$ cat src/rtl/input_conditioner.sv
// Synchronises and debounces the board push-button and 3-bit slide switch for the pattern controller.
// Optional long-press strobe is built only when LONG_PRESS_EN is defined; otherwise long_press is tied 0.
//
// Button FSM states:
//   state     | meaning
//   IDLE_LOW  | button accepted as released, watching for a high sample
//   WAIT_HIGH | high seen, counting consecutive high samples
//   IDLE_HIGH | button accepted as pressed, watching for a low sample
//   WAIT_LOW  | low seen, counting consecutive low samples
module input_conditioner #(
  parameter int DEBOUNCE_CYCLES   = 2000000,
  parameter int CNT_W             = 32,
  parameter int LONG_PRESS_CYCLES = 100000000
) (
  input  logic       clk,
  input  logic       rst,
  input  logic       button_raw,
  input  logic [2:0] switch_raw,
  output logic       button_level,
  output logic       button_pulse,
  output logic [2:0] switch_stable,
  output logic       switch_changed,
  output logic       long_press
);

  // The cycle that first sees the new value counts as the first stable sample,
  // so the counter only has to cover the remaining DEBOUNCE_CYCLES-1 samples.
  localparam logic [CNT_W-1:0] DB_LAST = CNT_W'(DEBOUNCE_CYCLES - 2);

  if (DEBOUNCE_CYCLES < 2) begin : g_bad_debounce
    $error("input_conditioner: DEBOUNCE_CYCLES must be >= 2");
  end
  if (LONG_PRESS_CYCLES < 1) begin : g_bad_long_press
    $error("input_conditioner: LONG_PRESS_CYCLES must be >= 1");
  end

  typedef enum logic [1:0] {
    IDLE_LOW  = 2'd0,
    WAIT_HIGH = 2'd1,
    IDLE_HIGH = 2'd2,
    WAIT_LOW  = 2'd3
  } btn_state_t;

  logic             btn_m, btn_s;
  logic [2:0]       sw_m, sw_s, sw_prev;
  btn_state_t       btn_state;
  logic [CNT_W-1:0] btn_cnt;
  logic [CNT_W-1:0] sw_cnt;

  always_ff @(posedge clk) begin
    if (rst) begin
      btn_m <= 1'b0;
      btn_s <= 1'b0;
      sw_m  <= 3'b000;
      sw_s  <= 3'b000;
    end else begin
      btn_m <= button_raw;
      btn_s <= btn_m;
      sw_m  <= switch_raw;
      sw_s  <= sw_m;
    end
  end

  always_ff @(posedge clk) begin
    if (rst) begin
      btn_state    <= IDLE_LOW;
      btn_cnt      <= '0;
      button_level <= 1'b0;
      button_pulse <= 1'b0;
    end else begin
      button_pulse <= 1'b0;
      case (btn_state)
        IDLE_LOW: begin
          btn_cnt <= '0;
          if (btn_s) btn_state <= WAIT_HIGH;
        end
        WAIT_HIGH: begin
          if (!btn_s) begin
            btn_state <= IDLE_LOW;
            btn_cnt   <= '0;
          end else if (btn_cnt == DB_LAST) begin
            btn_state    <= IDLE_HIGH;
            btn_cnt      <= '0;
            button_level <= 1'b1;
            button_pulse <= 1'b1;
          end else begin
            btn_cnt <= btn_cnt + CNT_W'(1);
          end
        end
        IDLE_HIGH: begin
          btn_cnt <= '0;
          if (!btn_s) btn_state <= WAIT_LOW;
        end
        WAIT_LOW: begin
          if (btn_s) begin
            btn_state <= IDLE_HIGH;
            btn_cnt   <= '0;
          end else if (btn_cnt == DB_LAST) begin
            btn_state    <= IDLE_LOW;
            btn_cnt      <= '0;
            button_level <= 1'b0;
          end else begin
            btn_cnt <= btn_cnt + CNT_W'(1);
          end
        end
        default: begin
          btn_state <= IDLE_LOW;
          btn_cnt   <= '0;
        end
      endcase
    end
  end

  // One counter for the whole vector: any bit moving restarts the wait.
  always_ff @(posedge clk) begin
    if (rst) begin
      sw_prev        <= 3'b000;
      sw_cnt         <= '0;
      switch_stable  <= 3'b000;
      switch_changed <= 1'b0;
    end else begin
      sw_prev        <= sw_s;
      switch_changed <= 1'b0;
      if ((sw_s == switch_stable) || (sw_s != sw_prev)) begin
        sw_cnt <= '0;
      end else if (sw_cnt == DB_LAST) begin
        sw_cnt         <= '0;
        switch_stable  <= sw_s;
        switch_changed <= 1'b1;
      end else begin
        sw_cnt <= sw_cnt + CNT_W'(1);
      end
    end
  end

`ifdef LONG_PRESS_EN
  localparam logic [CNT_W-1:0] LP_LAST = CNT_W'(LONG_PRESS_CYCLES - 1);

  logic [CNT_W-1:0] hold_cnt;
  logic             hold_done;
  logic             long_q;

  // Counter parks at LP_LAST; hold_done keeps a long hold to a single strobe.
  always_ff @(posedge clk) begin
    if (rst) begin
      hold_cnt  <= '0;
      hold_done <= 1'b0;
      long_q    <= 1'b0;
    end else if (!button_level) begin
      hold_cnt  <= '0;
      hold_done <= 1'b0;
      long_q    <= 1'b0;
    end else begin
      long_q <= 1'b0;
      if (hold_cnt != LP_LAST) begin
        hold_cnt <= hold_cnt + CNT_W'(1);
      end else if (!hold_done) begin
        hold_done <= 1'b1;
        long_q    <= 1'b1;
      end
    end
  end

  assign long_press = long_q;
`else
  assign long_press = 1'b0;
`endif

endmodule

$ cat config.mk
export PLATFORM = sky130hd
export DESIGN_NAME = input_conditioner
export DESIGN_NICKNAME = d
export VERILOG_FILES = /design/src/rtl/input_conditioner.sv
export SDC_FILE = /design/constraint.sdc
export NUM_CORES = 1
export LEC_CHECK = 0
export CAP_MARGIN = 0
export CORE_ASPECT_RATIO = 1.5
export CORE_UTILIZATION = 56
export CTS_CLUSTER_DIAMETER = 50
export DETAILED_ROUTE_END_ITERATION = 12
export PLACE_DENSITY = 0.75
export SKIP_LAST_GASP = 1
export SYNTH_ARGS = -nofsm -noshare
export SYNTH_HDL_FRONTEND = slang
export SYNTH_SLANG_ARGS = --single-unit
$ cat constraint.sdc
create_clock -name clk -period 2.2 [get_ports clk]
set_input_delay 0.66 -clock clk [delete_from_list [all_inputs] [get_ports clk]]
set_output_delay 0.66 -clock clk [all_outputs]
set_load 0.1 [all_outputs]
; ---- Word-level counts from Yosys, hierarchy flattened
; Index checks and enable logic that the tools add are counted.
[classes]
add_sub_neg = 2
n_eq_ne = 15
muxes = 18
n_bitwise = 3
n_reduce_logical = 10
[ops]
columns = op, count
row1 = $mux W32, 3
row2 = $pmux W32 S3, 1
row3 = $add A32 B1 Y32 const B, 2
row4 = $eq A32 B21 Y1 const B, 2
row5 = $mux W2, 6
row6 = $ne A2 B2 Y1 const B, 6
row7 = $pmux W2 S4, 1
row8 = $mux W1, 6
row9 = $ne A3 B3 Y1 const B, 2
row10 = $reduce_or A3 Y1, 2
row11 = $reduce_and A5 Y1, 1
row12 = $eq A2 B2 Y1 const B, 2
row13 = $reduce_and A4 Y1, 1
row14 = $reduce_or A2 Y1, 2
row15 = $eq A3 B3 Y1, 1
row16 = $ne A3 B3 Y1, 1
row17 = $not A1 Y1, 3
row18 = $eq A2 B1 Y1 const B, 1
row19 = $logic_not A2 Y1, 1
row20 = $pmux W1 S2, 1
row21 = $reduce_and A2 Y1, 1
row22 = $reduce_bool A2 Y1, 1
row23 = $logic_or A1 B1 Y1, 1
[totals]
regBits = 83
elab_cells = 60

; ---- Longest topological paths before layout
[logic_depth]
word_depth = 4
ltp_mapped = 9
mapped_depth_nobuf = 7

; ---- Worst setup path after synthesis
; No wires, ideal clock.
[synth_timing]
kind = register to register
start = register switch_stable[0]
end = register sw_cnt[10]
setup_ns = 0.065
t_arrival_ns = 2.326
required_ns = 2.135
setup_slack_ns = -0.191
path_stages_with_launch = 8
synth_period_minus_slack_ns = 2.391
cell_sequence = dfxtp_1 > xnor2_1 > a311oi_1 > o211ai_1 > or3_1 > clkbuf_1 > clkbuf_1 > nor2_1
[synth_between]
elab_chain_cells = 3
[synth_rtl]
columns = element, line
row1 = from (decl), 21  ; output logic [2:0] switch_stable,
row2 = from (signal assigned), 128  ; switch_stable <= sw_s;
row3 = $eq A3 B3 Y1, 124  ; if ((sw_s == switch_stable) || (sw_s != sw_prev)) begin
row4 = $logic_or A1 B1 Y1, 124
row5 = $reduce_or A3 Y1 (no line), --
row6 = to (signal assigned), 131  ; sw_cnt <= sw_cnt + CNT_W'(1);
row7 = to (decl), 48  ; logic [CNT_W-1:0] sw_cnt;
; Every way passes these cells.
; A chain may end at the register's enable or synchronous reset.

; ---- Worst setup path in the final report
[layout_timing]
start = register sw_cnt[28]
end = register switch_stable[2]
[layout_between]
elab_chain_cells = 2
[layout_rtl]
columns = element, line
row1 = $eq A32 B21 Y1, 126  ; end else if (sw_cnt == DB_LAST) begin
row2 = $reduce_and A2 Y1 (no line), --
; Every way passes these cells.

==> impl_metrics.json <==
{
  "run_status": "complete, no violations",
  "sequential_area_share_after_synthesis_pct": 44.83,
  "num_vias": 2845,
  "finalWirelength_mm": 6.913,
  "cts_root_buf": "sky130_fd_sc_hd__clkbuf_8",
  "drv.max_cap_violation_count": 0,
  "number_of_setup_violations_in_the_final_report": 0,
  "worst_hold_path.endpoint": "sw_s[1]$_SDFF_PP0_",
  "r2r_slack_ns": 0.13,
  "slowest_delay_ns": 0.55,
  "floorplan.initialDensity_pct": 59.18,
  "arrival_ns": 2.31,
  "static_leak_nw": 1.393,
  "synth_enable_flop_cells": 0,
  "r2r-end": "switch_stable[2]$_SDFFE_PP0P_",
  "die_footprint_sq_um": 6954,
  "hold_start": "sw_m[1]$_SDFF_PP0_",
  "power.share.sequential_pct": 57.3,
  "yosys_warnings": 0,
  "measured_slew_at_the_worst_slew_check_pin_ns": 0.5026,
  "standard_cell_with_the_maximum_stage_delay_on_the_critical_path": "sky130_fd_sc_hd__or4_1",
  "finalWorstPathRequiredPeriod_ns": 2.073,
  "synthesis.area_sq_um": 3706,
  "cts.clk_slew.worst_paths_ns": 0.08,
  "critPathLaunch": "sw_cnt[28]$_SDFF_PP0_",
  "setup_total_negative_slack_ns": 0,
  "portion_of_synthesized_cell_area_occupied_by_the_leading_cell_type_pct": 44.83,
  "synth.most_common_cell": "sky130_fd_sc_hd__dfxtp_1",
  "syn_inst": 412,
  "dieHeight_microns": 101.6,
  "number_of_stages_on_the_worst_hold_path": 1,
  "placeable_core_area_sq_um": 6262,
  "core.rowCount": 35,
  "ioPinCount": 13,
  "critical_path.cell_chain": "nor4_1 -> nand4_1 -> or4_1 -> nor2_2 -> mux2_2",
  "finClkSkew_ns": 0.01021,
  "dp.final_hpwl_mm": 5.014,
  "vdd.ir_drop.worst_v": 0.0006874,
  "post_cts_resize_count": 0,
  "wire_per_inst_microns": 13.48,
  "pwr-share-comb_pct": 2.7,
  "ys_seq_elements": 83,
  "gpl.final_weighted_congestion": 0.7561,
  "gr-total-overflow": 0,
  "worst_r2r_startpoint": "sw_cnt[28]$_SDFF_PP0_",
  "placement.io_buffers": 11,
  "total_routing_usage_gr_pct": 22.50,
  "postSynthAreaPerCell_sq_um": 8.995,
  "pin_count_of_the_biggest_net_entering_global_routing": 33,
  "antennaDiodeCount": 0,
  "min_path_type": "reg2reg",
  "path_class": "reg2reg",
  "synth.lib_cells_used.distinct": 42,
  "synth.cells.most_frequent": "83 x sky130_fd_sc_hd__dfxtp_1, 77 x sky130_fd_sc_hd__nor2_1, 34 x sky130_fd_sc_hd__xor2_1, 27 x sky130_fd_sc_hd__xnor2_1, 23 x sky130_fd_sc_hd__nand4_1",
  "setup.worst_path.start_class": "register",
  "report.final.hold_viol_count": 0,
  "fillers": 514,
  "ys_top_cells_by_area": "sky130_fd_sc_hd__dfxtp_1 45%, sky130_fd_sc_hd__xor2_1 8.0%, sky130_fd_sc_hd__nor2_1 7.8%",
  "depth_of_the_cts_h_tree": 3,
  "tritoncts": "yes",
  "grt_pass1_vias": 2769,
  "worstPathMaxFanout": 3,
  "final_max_slew_viol_count": 0,
  "synth_area_leader_cell": "sky130_fd_sc_hd__dfxtp_1",
  "final_layout_size_suffix_gt1_share_pct": 12.30,
  "worstRegToRegCells": 5,
  "clkSinkCount": 83,
  "crit_buf_inv": 0,
  "drt-initial-drc-count": 102,
  "synth_ff_type": "sky130_fd_sc_hd__dfxtp_1",
  "cts_setup_buffers": 0,
  "route.detailed.drc": 0,
  "postRouteAntennaNets": 0,
  "cts_hold_buf": 0,
  "layout_worst_path_cycle_share_pct": 94.23,
  "layout.nets": 445,
  "power.share.switching_pct": 22.17,
  "die_x_microns": 68.42,
  "number_of_buffers_added_by_the_clock_tree_synthesis_step": 9,
  "cp_data_required_time_ns": 2.43,
  "cts_buffer_depth": 2,
  "postSynth.asyncResetShare_pct": 0,
  "syn_nets": 423,
  "slew_headroom_pct": 66.41,
  "clk-insertion-delay-late_ns": 0.35,
  "achievable-frequency_mhz": 482.4,
  "dpl-instance-area_sq_um": 3958,
  "net-switching-power_w": 0.0005878,
  "areaGrowthSynthToFinish_pct": 12.02,
  "grt_first_pass_wirelength_mm": 11.79,
  "power_report.internal_total_w": 0.002064,
  "grt_setup_unrepaired": "no",
  "initial_antenna_violation_count": 0,
  "final_cell_area_sq_um": 4151,
  "timing.critical_path.max_delay_family": "simple AND/OR/NAND/NOR gates",
  "cellPowerDensity_nw_per_um2": 638.8,
  "via_per_inst": 5.546,
  "firstDrtPassIters": 4,
  "clock_power_share_pct": 40.1,
  "worstSetupEndpointType": "register"
}
## state kept, by name (all words and copies together), names as in the netlist, named ones only
name,flops
btn_s,1
switch_stable,3
switch_changed,1
sw_m,3
button_level,1
btn_cnt,32
sw_cnt,32
btn_m,1
button_pulse,1
btn_state,1
sw_prev,3
sw_s,3
## logic make-up (layout without fill, tap and decap cells)
| kind of cell | after synthesis | count (layout) | synth area share (%) |
|---|---|---|---|
| and+or+nand+nor | 221 | 221 | 32.38 |
| DFF | 83 | 83 | 44.83 |
| AOI/OAI and AO/OA | 10 | 10 | 1.621 |
| xor gates and xnor gates | 61 | 61 | 14.42 |
| buffers and inverters | 24 | 51 | 2.971 |
| adders and majority gates | 5 | 5 | 1.688 |
| other | 1 | 1 | 0.1012 |
| muxes | 7 | 7 | 1.992 |
## stage by stage
stage / worst slack (ns) / util (%) / power, W / instances / hold slack (ns)
after floorplan: 0.1528 / - / 0.001603 / 412 / 0.4138
after global placement: 0.1180 / 63.20 / 0.001624 / 497 / 0.4174
after detailed placement: 0.08435 / 63.20 / 0.001625 / 497 / 0.4279
after CTS: 0.05921 / 66.25 / 0.002680 / 513 / 0.4513
after global routing: 0.001487 / 66.29 / 0.002745 / 513 / 0.4577
final: 0.1269 / 66.29 / 0.002652 / 513 / 0.4459
## per-layer routing
layer  wire length [microns]  vias to the layer above  GRT usage, %
li1                        -                     1449             -
met1                    2910                     1360         23.72
met2                    3727                       21         41.10
met3                     110                       15         4.505
met4                     164                        0         10.42
met5                       0                        -             0
## cells in the final DEF (no fill, tap or decap), types with 6 or more instances in the layout
cell type                  instances
sky130_fd_sc_hd__clkbuf_8          9
sky130_fd_sc_hd__xnor2_1          27
sky130_fd_sc_hd__and4_1            9
sky130_fd_sc_hd__nand4_1          23
sky130_fd_sc_hd__buf_4            22
sky130_fd_sc_hd__dfxtp_1          80
sky130_fd_sc_hd__nor3_1           11
sky130_fd_sc_hd__xor2_1           34
sky130_fd_sc_hd__nor2_1           76
sky130_fd_sc_hd__and3_1           12
sky130_fd_sc_hd__nor2b_1          15
sky130_fd_sc_hd__inv_1             7
sky130_fd_sc_hd__nand2_1          21
sky130_fd_sc_hd__nor4b_1           6
sky130_fd_sc_hd__nand3_1          22
## layout make-up
| type | instances | area (sq um) | area share [%] |
|---|---|---|---|
| clock buffer | 10 | 127.6 | 3.074 |
| clock inverter | 6 | 63.81 | 1.537 |
| inverter | 7 | 26.28 | 0.6329 |
| multi-input combinational | 305 | 1941 | 46.75 |
| sequential | 83 | 1665 | 40.11 |
| tap | 74 | 92.59 | 2.230 |
| timing repair buffer | 28 | 235.2 | 5.666 |
## power by group through the flow
stage	Clock [W]	Sequential, W	Combinational [W]
6_report	0.00106	0.00152	0.0000705
5_1_grt	0.00115	0.00152	0.0000767
4_1_cts	0.00109	0.00152	0.0000711
3_5_place_dp	0	0.00155	0.0000711
3_3_place_gp	0	0.00155	0.0000700
2_1_floorplan	0	0.00157	0.0000373
## worst max path at each step
stage / endpoint / slack (ns) / cells after the start
2_1_floorplan: sw_cnt[10]$_SDFF_PP0_ / 0.15 / 7
3_3_place_gp: switch_stable[2]$_SDFFE_PP0P_ / 0.12 / 7
3_5_place_dp: switch_stable[2]$_SDFFE_PP0P_ / 0.08 / 5
4_1_cts: switch_stable[2]$_SDFFE_PP0P_ / 0.06 / 5
5_1_grt: btn_cnt[28]$_SDFF_PP0_ / 0.001 / 5
6_report: switch_stable[2]$_SDFFE_PP0P_ / 0.13 / 5
(Power assumes the default switching activity.)
